### config.mk
export PLATFORM = sky130hd
export DESIGN_NAME = hazard_ctrl
export DESIGN_NICKNAME = d
export VERILOG_FILES = /design/src/rtl/hazard_ctrl.sv
export SDC_FILE = /design/constraint.sdc
export NUM_CORES = 1
export LEC_CHECK = 0
export ABC_AREA = 1
export CORE_ASPECT_RATIO = 1.4
export CORE_MARGIN = 2
export CORE_UTILIZATION = 45
export CTS_BUF_LIST = sky130_fd_sc_hd__clkbuf_8
export CTS_CLUSTER_DIAMETER = 100
export DETAILED_ROUTE_END_ITERATION = 8
export PLACE_DENSITY = 0.76
export SLEW_MARGIN = 10
export SYNTH_ARGS = -nofsm -noshare
export SYNTH_HDL_FRONTEND = slang
export SYNTH_SLANG_ARGS = --single-unit
### constraint.sdc
create_clock -name CLK -period 1.74 [get_ports CLK]
set_input_delay 0.435 -clock CLK [delete_from_list [all_inputs] [get_ports CLK]]
set_output_delay 0.435 -clock CLK [all_outputs]
set_load 0.02 [all_outputs]
### src/rtl/hazard_ctrl.sv
// Pipeline hazard controller for the five-stage MIPS core: decodes PC / pipeline
// register enables and flushes, and keeps saturating stall and flush counters.
module hazard_ctrl #(
    parameter int CNT_W = 16,
    parameter int REG_W = 5
) (
    input  logic             CLK,
    input  logic             nRST,
    input  logic             ihit,
    input  logic             dhit,
    input  logic             dmemREN_mem,
    input  logic             dmemWEN_mem,
    input  logic             memread_ex,
    input  logic [REG_W-1:0] rd_ex,
    input  logic [REG_W-1:0] rs_id,
    input  logic [REG_W-1:0] rt_id,
    input  logic             redirect_ex,
    input  logic             halt_wb,
    output logic             pc_en,
    output logic             ifid_en,
    output logic             idex_en,
    output logic             exmem_en,
    output logic             memwb_en,
    output logic             ifid_flush,
    output logic             idex_flush,
    output logic             halt_out,
    output logic [CNT_W-1:0] stall_cnt,
    output logic [CNT_W-1:0] flush_cnt,
    output logic [1:0]       state_dbg
);

    typedef enum logic [1:0] {
        RUN   = 2'd0,
        DWAIT = 2'd1,
        HALT  = 2'd2
    } state_t;

    localparam logic [CNT_W-1:0] CNT_MAX = '1;

    state_t           state_q, state_d;
    logic             halt_q, halt_d;
    logic [CNT_W-1:0] stall_cnt_q, stall_cnt_d;
    logic [CNT_W-1:0] flush_cnt_q, flush_cnt_d;

    logic data_wait;
    logic load_use;
    logic frozen;
    logic redirect_taken;
    logic stall_cycle;

    // Register 0 is hardwired, so a load targeting it never creates a dependency.
    assign load_use  = memread_ex && (rd_ex != '0) &&
                       ((rd_ex == rs_id) || (rd_ex == rt_id));
    assign data_wait = (dmemREN_mem || dmemWEN_mem) && !dhit;

    // Entering a data wait looks at the MEM access; staying frozen only at dhit.
    assign frozen = ((state_q == RUN) && data_wait) || ((state_q == DWAIT) && !dhit);

    always_comb begin
        pc_en          = 1'b1;
        ifid_en        = 1'b1;
        idex_en        = 1'b1;
        exmem_en       = 1'b1;
        memwb_en       = 1'b1;
        ifid_flush     = 1'b0;
        idex_flush     = 1'b0;
        redirect_taken = 1'b0;
        state_d        = state_q;
        halt_d         = halt_q;

        case (state_q)
            RUN, DWAIT: begin
                if (halt_wb) begin
                    pc_en    = 1'b0;
                    ifid_en  = 1'b0;
                    idex_en  = 1'b0;
                    exmem_en = 1'b0;
                    memwb_en = 1'b0;
                    state_d  = HALT;
                    halt_d   = 1'b1;
                end else if (frozen) begin
                    pc_en    = 1'b0;
                    ifid_en  = 1'b0;
                    idex_en  = 1'b0;
                    exmem_en = 1'b0;
                    memwb_en = 1'b0;
                    state_d  = DWAIT;
                end else begin
                    state_d = RUN;
                    if (redirect_ex) begin
                        ifid_flush     = 1'b1;
                        idex_flush     = 1'b1;
                        redirect_taken = 1'b1;
                    end else if (load_use) begin
                        pc_en      = 1'b0;
                        ifid_en    = 1'b0;
                        idex_flush = 1'b1;
                    end else if (!ihit) begin
                        pc_en      = 1'b0;
                        ifid_flush = 1'b1;
                    end
                end
            end
            HALT: begin
                pc_en    = 1'b0;
                ifid_en  = 1'b0;
                idex_en  = 1'b0;
                exmem_en = 1'b0;
                memwb_en = 1'b0;
                halt_d   = 1'b1;
            end
            default: begin
                pc_en    = 1'b0;
                ifid_en  = 1'b0;
                idex_en  = 1'b0;
                exmem_en = 1'b0;
                memwb_en = 1'b0;
                state_d  = RUN;
            end
        endcase
    end

    // The cycle that raises halt is not a stall; it is the end of the program.
    assign stall_cycle = !pc_en && (state_q != HALT) && !halt_wb;

    always_comb begin
        stall_cnt_d = stall_cnt_q;
        flush_cnt_d = flush_cnt_q;
        if (stall_cycle && (stall_cnt_q != CNT_MAX)) begin
            stall_cnt_d = stall_cnt_q + 1'b1;
        end
        if (redirect_taken && (flush_cnt_q != CNT_MAX)) begin
            flush_cnt_d = flush_cnt_q + 1'b1;
        end
    end

    always_ff @(posedge CLK or negedge nRST) begin
        if (!nRST) begin
            state_q     <= RUN;
            halt_q      <= 1'b0;
            stall_cnt_q <= '0;
            flush_cnt_q <= '0;
        end else begin
            state_q     <= state_d;
            halt_q      <= halt_d;
            stall_cnt_q <= stall_cnt_d;
            flush_cnt_q <= flush_cnt_d;
        end
    end

    assign halt_out  = halt_q;
    assign stall_cnt = stall_cnt_q;
    assign flush_cnt = flush_cnt_q;
    assign state_dbg = state_q;

endmodule

==> impl_metrics.sql <==
INSERT INTO impl_metrics (metric_group, metric, value, unit) VALUES
('outcome', 'run_status', 'finished, violations left', ''),
('outcome', 'failed_checks', 'negative setup slack', ''),
('global_routing', 'globalRouteTotalUtil', '0.219', ''),
('place', 'post_dp_cell_area', '3240', 'um^2'),
('layout', 'finish.instance_area', '3530', 'um^2'),
('sta', 'max_freq', '0.516', 'GHz'),
('die', 'initial_core_util', '0.461', ''),
('sta', 'hold_viol_final', '0', ''),
('die', 'core-area', '5080', 'um^2'),
('yosys', 'synth-main-ff-cell', 'sky130_fd_sc_hd__dfrtp_1', ''),
('die', 'floorplan.io_pins', '66', ''),
('clock_tree', 'cts-buffers-inserted', '5', ''),
('yosys', 'synth.avg_cell_area', '7.23', 'um^2'),
('power', 'power_density', '1140', 'nW/um^2'),
('yosys', 'ys_seq_elements', '35', ''),
('sta', 'grt_setup_unrepaired', 'yes', ''),
('place', 'dp_slack', '-1050', 'ps'),
('route', 'drt_drc_violations_left', '0', ''),
('yosys', 'ys_types', '27', ''),
('setup_path', 'reg2reg_from', 'state_dbg[0]$_DFFE_PN0P_', ''),
('layout', 'syn_to_final_growth', '50.7', '%'),
('global_routing', 'antenna_found_initial', '0', ''),
('sta', 'setup_slack', '-199', 'ps'),
('yosys', 'synthDominantCellAreaShare', '0.374', ''),
('die', 'die-area', '5810', 'um^2'),
('power', 'clkPwrFrac', '0.138', ''),
('setup_path', 'startpoint_type', 'flip-flop', ''),
('route', 'firstDrtPassIters', '5', ''),
('setup_path', 'cp-end-kind', 'output port', ''),
('clock_tree', 'cts_buffer_depth', '2', ''),
('yosys', 'ys_seq_area_frac', '0.374', ''),
('setup_path', 'regToRegEndpoint', 'flush_cnt[2]$_DFFE_PN0P_', ''),
('yosys', 'post_synth_main_area_contributors', 'sky130_fd_sc_hd__dfrtp_1 (37%), sky130_fd_sc_hd__nand2_1 (16%), sky130_fd_sc_hd__xor2_1 (8.6%)', ''),
('layout', 'fin_nets', '448', ''),
('setup_path', 'worstSetupPathType', 'reg2out', ''),
('route', 'route.final.wire_length', '6.74', 'mm'),
('clock_tree', 'clock_tree_from_tritoncts', 'yes', ''),
('clock_tree', 'clock_tree.htree_level_count', '2', ''),
('sta', 'setup-violations-final', '9', ''),
('route', 'route.detailed.vias_per_inst', '5.07', ''),
('global_routing', 'grt_first_pass_wirelength', '9.74', 'mm'),
('hold_path', 'worst_hold_path_type', 'in2reg', ''),
('route', 'initialDrtViolationCount', '179', ''),
('place', 'detailedPlacementHpwl', '4.60', 'mm'),
('global_routing', 'grt_max_degree', '36', ''),
('yosys', 'syn_nets', '350', ''),
('hold_path', 'hold_end', 'state_dbg[0]$_DFFE_PN0P_', ''),
('run', 'timing.max_cap.violations', '0', ''),
('setup_path', 'timing.reg2reg.setup_slack', '-30', 'ps'),
('clock_tree', 'clk_transition_reported_paths', '70', 'ps'),
('clock_tree', 'cts_hold_buffers', '0', ''),
('global_routing', 'first_global_vias', '2218', ''),
('yosys', 'count_of_flip_flops_with_a_built_in_enable_after_synthesis', '0', ''),
('power', 'peakVddDrop', '0.876', 'mV'),
('yosys', 'synth_warnings', '0', ''),
('place', 'place.port_buffers', '65', ''),
('hold_path', 'worstHoldStart', 'halt_wb', ''),
('power', 'pwr-share-comb', '0.524', ''),
('power', 'cellLeakagePower', '0.00186', 'uW'),
('yosys', 'synth.cells.most_frequent', 'sky130_fd_sc_hd__nand2_1 (101), sky130_fd_sc_hd__inv_1 (47), sky130_fd_sc_hd__dfrtp_1 (35), sky130_fd_sc_hd__nand3_1 (33), sky130_fd_sc_hd__nor2_1 (24)', ''),
('yosys', 'synth.most_common_cell', 'sky130_fd_sc_hd__nand2_1', ''),
('power', 'fin_total_pwr', '4040', 'uW'),
('setup_path', 'crit_path_max_fanout', '2', ''),
('power', 'power_switching', '1790', 'uW'),
('sta', 'slew_headroom', '0.675', ''),
('global_routing', 'global_route.overflow_total', '0', ''),
('sta', 'maxSlewViolCount', '0', ''),
('sta', 'worstMarginPinSlew', '483', 'ps'),
('layout', 'fill_count', '428', ''),
('power', 'power.share.switching', '0.443', ''),
('route', 'vias', '2478', '');
[cells by family after synthesis]
logic type / Yosys count / share of synthesized area
compound gates: 20 / 0.0582
xor+xnor: 30 / 0.112
fa+ha+maj: 2 / 0.0107
buf+inv: 55 / 0.102
flops: 35 / 0.374
simple gates: 182 / 0.343
[how the worst max path moves through the flow]
stage	from	end	slack (ps)
3_5_place_dp	rd_ex[3]	ifid_flush	-1050
3_3_place_gp	rd_ex[3]	ifid_flush	-1010
4_1_cts	state_dbg[0]$_DFFE_PN0P_	ifid_flush	-220
6_report	state_dbg[0]$_DFFE_PN0P_	ifid_flush	-200
2_1_floorplan	dmemWEN_mem	ifid_flush	-170
5_1_grt	state_dbg[0]$_DFFE_PN0P_	idex_flush	-270
[stage by stage]
stage,std cells,hold slack [ps],util
6_report,489,455,0.695
5_1_grt,489,479,0.695
4_1_cts,477,450,0.649
3_5_place_dp,466,491,0.638
3_3_place_gp,466,457,0.638
2_1_floorplan,324,139,-
[repair_timing]
item,CTS,global route
resized for setup,103,38
pin swaps,14,16
buffers inserted,3,8
endpoints found under the setup margin,65,44
cloned,0,4
[registers in the layout, indices dropped and copies added, names as in the netlist]
signal,flops
stall_cnt,16
state_dbg,2
halt_out,1
flush_cnt,16
[critical path, cell delays in order (launching register included)]
cell and delay [ps]:
sky130_fd_sc_hd__dfrtp_2 410, sky130_fd_sc_hd__inv_2 60, sky130_fd_sc_hd__nand2_2 50, sky130_fd_sc_hd__nand2_2 70, sky130_fd_sc_hd__nand2_2 60, sky130_fd_sc_hd__nor2_4 90, sky130_fd_sc_hd__inv_2 50, sky130_fd_sc_hd__a31oi_4 160
sky130_fd_sc_hd__o21a_4 160, sky130_fd_sc_hd__buf_6 110
[area by class of cell]
| cell class | instances | area (um^2) | area share |
|---|---|---|---|
| multi-input combinational | 235 | 1370 | 0.387 |
| timing repair buffer | 98 | 935 | 0.265 |
| sequential | 35 | 882 | 0.250 |
| inverter | 47 | 181 | 0.0514 |
| tap | 66 | 82.6 | 0.0234 |
| clock buffer | 5 | 68.8 | 0.0195 |
| clock inverter | 3 | 12.5 | 0.00354 |
[routing by layer]
layer  wire length [um]  vias up  global-route usage
met5                  0        -                   0
met3                328       16              0.0441
met2               3780       96               0.410
met4                184        0               0.106
li1                   -     1204                   -
met1               2450     1162               0.233
[power groups by stage]
stage / registers [uW] / logic (uW) / clock network [uW]
after detailed placement: 1350 / 2030 / 0
after global placement: 1350 / 2000 / 0
final: 1360 / 2120 / 557
after CTS: 1340 / 1930 / 576
after global routing: 1400 / 2280 / 603
after floorplan: 1610 / 846 / 0
[cell usage in the layout (no fill, tap or decap), types with 6 or more instances in the layout]
cell type / synthesis / layout
sky130_fd_sc_hd__dlymetal6s2s_1: 0 / 6
sky130_fd_sc_hd__clkdlybuf4s50_1: 0 / 7
sky130_fd_sc_hd__nand2_1: 101 / 95
sky130_fd_sc_hd__xor2_1: 23 / 23
sky130_fd_sc_hd__inv_2: 0 / 7
sky130_fd_sc_hd__nand2_2: 1 / 7
sky130_fd_sc_hd__clkdlybuf4s15_1: 0 / 8
sky130_fd_sc_hd__nor2_1: 24 / 21
sky130_fd_sc_hd__xnor2_1: 7 / 7
sky130_fd_sc_hd__nand3_1: 33 / 30
sky130_fd_sc_hd__dfrtp_1: 35 / 30
sky130_fd_sc_hd__inv_1: 47 / 41
sky130_fd_sc_hd__nor3_1: 8 / 6
sky130_fd_sc_hd__o21ai_1: 14 / 14
sky130_fd_sc_hd__dlygate4sd2_1: 0 / 32
sky130_fd_sc_hd__buf_4: 4 / 29
Note: power is estimated with default switching activity, not from simulation.
==> RTL change, RTL diff (same settings) <==
Set the parameter `CNT_W` to 14 (it was 16).
--- a/src/rtl/hazard_ctrl.sv
+++ b/src/rtl/hazard_ctrl.sv
@@ -1,7 +1,7 @@
 // Pipeline hazard controller for the five-stage MIPS core: decodes PC / pipeline
 // register enables and flushes, and keeps saturating stall and flush counters.
 module hazard_ctrl #(
-    parameter int CNT_W = 16,
+    parameter int CNT_W = 14,
     parameter int REG_W = 5
 ) (
     input  logic             CLK,
Ports: changed (resized flush_cnt and stall_cnt); port bits go from 66 to 62. The function was not compared with the original's and may differ.
==> RTL change against the original RTL <==
The flow still finishes with violations (setup timing); sequential cell count is 4 lower; synthesized area is 15% lower; hold slack worse by 0.021 ns; die area is 14% lower; highest routed layer unchanged; setup slack better by 0.022 ns; wire length is 24% lower; final area is 13% lower.
Power is not compared: it rests on default switching activity, and its combinational part moved more than twofold at a synthesized area within 25%.
==> RTL change: results (changes against the original RTL) <==
[metrics] maximum single-stage delay on the critical path: 0.20 ns (-0.21 ns)
[metrics] total routed wire length on the met1 layer: 2.001 mm (-18%)
[metrics] share of the yosys chip area belonging to registers: 38.87% (+1.5 points)
[metrics] final count of negative-setup-slack endpoints: 11 (+2)
[metrics] biggest area contributors in the synthesized netlist: sky130_fd_sc_hd__dfrtp_1, sky130_fd_sc_hd__nand2_1, sky130_fd_sc_hd__xor2_1
[metrics] met1 Use GR: 23.88% (+0.53 points)
[metrics] maximum number of pins on one net before global-route repair: 26 (-28%)
[metrics] Synth Area per Inst: 7.364 sq um (+1.9%)
[metrics] placed wire-length estimate: 3.611 mm (-22%)
[metrics] Critical Path Fanout Max: 3 (+1)
[metrics] net total in the final layout: 393 (-12%)
[metrics] worst reg2reg setup slack: -0.07 ns (-0.04 ns)
[metrics] arithmetic-cell share of the synthesized area counting full adders, half adders and majority gates: 1.254% (+0.19 points)
[metrics] routed via count: 2079 (-16%)
[metrics] violations in the final reports: setup timing
[metrics] length in cells of the worst reg-to-reg path: 13 (-1)
[metrics] DRT Wirelength: 5.146 mm (-24%)
[metrics] Clock H-tree levels: 2 (unchanged)
[metrics] Cells after DPL: 409 (-12%)
[metrics] share of the synthesized area in compound gates (AO/OA/AOI/OAI): 2.696% (-3.1 points)
[metrics] Worst Max-Slew Pin Slew: 0.4322 ns (-0.05113 ns)
[metrics] met2 demand-to-capacity share in global routing: 40.87% (-0.18 points)
[metrics] launching element of the worst setup path: dmemWEN_mem
[metrics] drt pass-1 iters: 4 (-1)
[metrics] worst hold slack after final layout: 0.4341 ns (-0.02073 ns)
[metrics] # fillers: 342 (-20%)
[metrics] CP top delay family: simple AND/OR/NAND/NOR gates
[metrics] sum of negative setup slack: -0.8994 ns (+0.0009090 ns)
[metrics] clk_skew: 0.01341 ns (+0.005373 ns)
[metrics] post-place instance area: 0.002874 sq mm (-11%)
[metrics] Final GP Congestion: 0.8870 (-4.0%)
[metrics] CTS max path bufs: 2 (unchanged)
[metrics] met2 wirelength from detailed routing: 2.857 mm (-24%)
[metrics] xor/xnor cell area share of the yosys netlist: 10.97% (-0.25 points)
[metrics] Slowest-stage cell, CP: sky130_fd_sc_hd__clkdlybuf4s15_2
[metrics] top post-synthesis cells by count: sky130_fd_sc_hd__nand2_1, sky130_fd_sc_hd__dfrtp_1, sky130_fd_sc_hd__inv_1, sky130_fd_sc_hd__nor2_1, sky130_fd_sc_hd__nand4_1
[metrics] worst setup slack after placement: -0.9535 ns (+0.09820 ns)
[metrics] signal arrival time at the worst endpoint: 1.48 ns (-0.02 ns)
[metrics] global-route wire length before repair: 8.438 mm (-13%)
[metrics] run status: finished, violations left
[metrics] classification of the worst-slack hold path: input pin to asynchronous set/reset pin
[metrics] fraction of layout instances using a drive strength above 1: 30.52% (+8.3 points)
[metrics] met3 demand-to-capacity share in global routing: 4.186% (-0.22 points)
[metrics] initial drt markers: 85 (-53%)
[metrics] PnR worst setup slack: -0.1771 ns (+0.02206 ns)
[metrics] met3 wirelength from detailed routing: 205 um (-38%)
[metrics] Mapped Nets: 297 (-15%)
==> RTL change: changes by cell type in the layout (fill, tap and decap cells not counted), moves of 8 or more <==
| cell | unedited run | this run |
|---|---|---|
| sky130_fd_sc_hd__nand3_1 | 30 | 11 |
| sky130_fd_sc_hd__o21ai_1 | 14 | 6 |
| sky130_fd_sc_hd__nand4_1 | 5 | 17 |
| sky130_fd_sc_hd__xor2_1 | 23 | 15 |
| sky130_fd_sc_hd__inv_1 | 41 | 26 |
| sky130_fd_sc_hd__nand2_1 | 95 | 72 |
==> RTL change: repair_timing <==
action	in CTS	in global routing
setup buffers	7	4
endpoints found under the hold margin	0	0
hold buffers	0	0
endpoints found under the setup margin	57	38
pin swaps	33	10
gates resized for setup	136	21
==> RTL change: cell type report <==
cell class	count	area [sq um]	area share (%)
timing repair buffer	97	857.1	27.80
clock inverter	1	5.005	0.1623
inverter	37	138.9	4.505
tap	60	75.07	2.435
clock buffer	6	82.58	2.679
multi-input combinational	195	1145	37.13
sequential	31	779.5	25.28
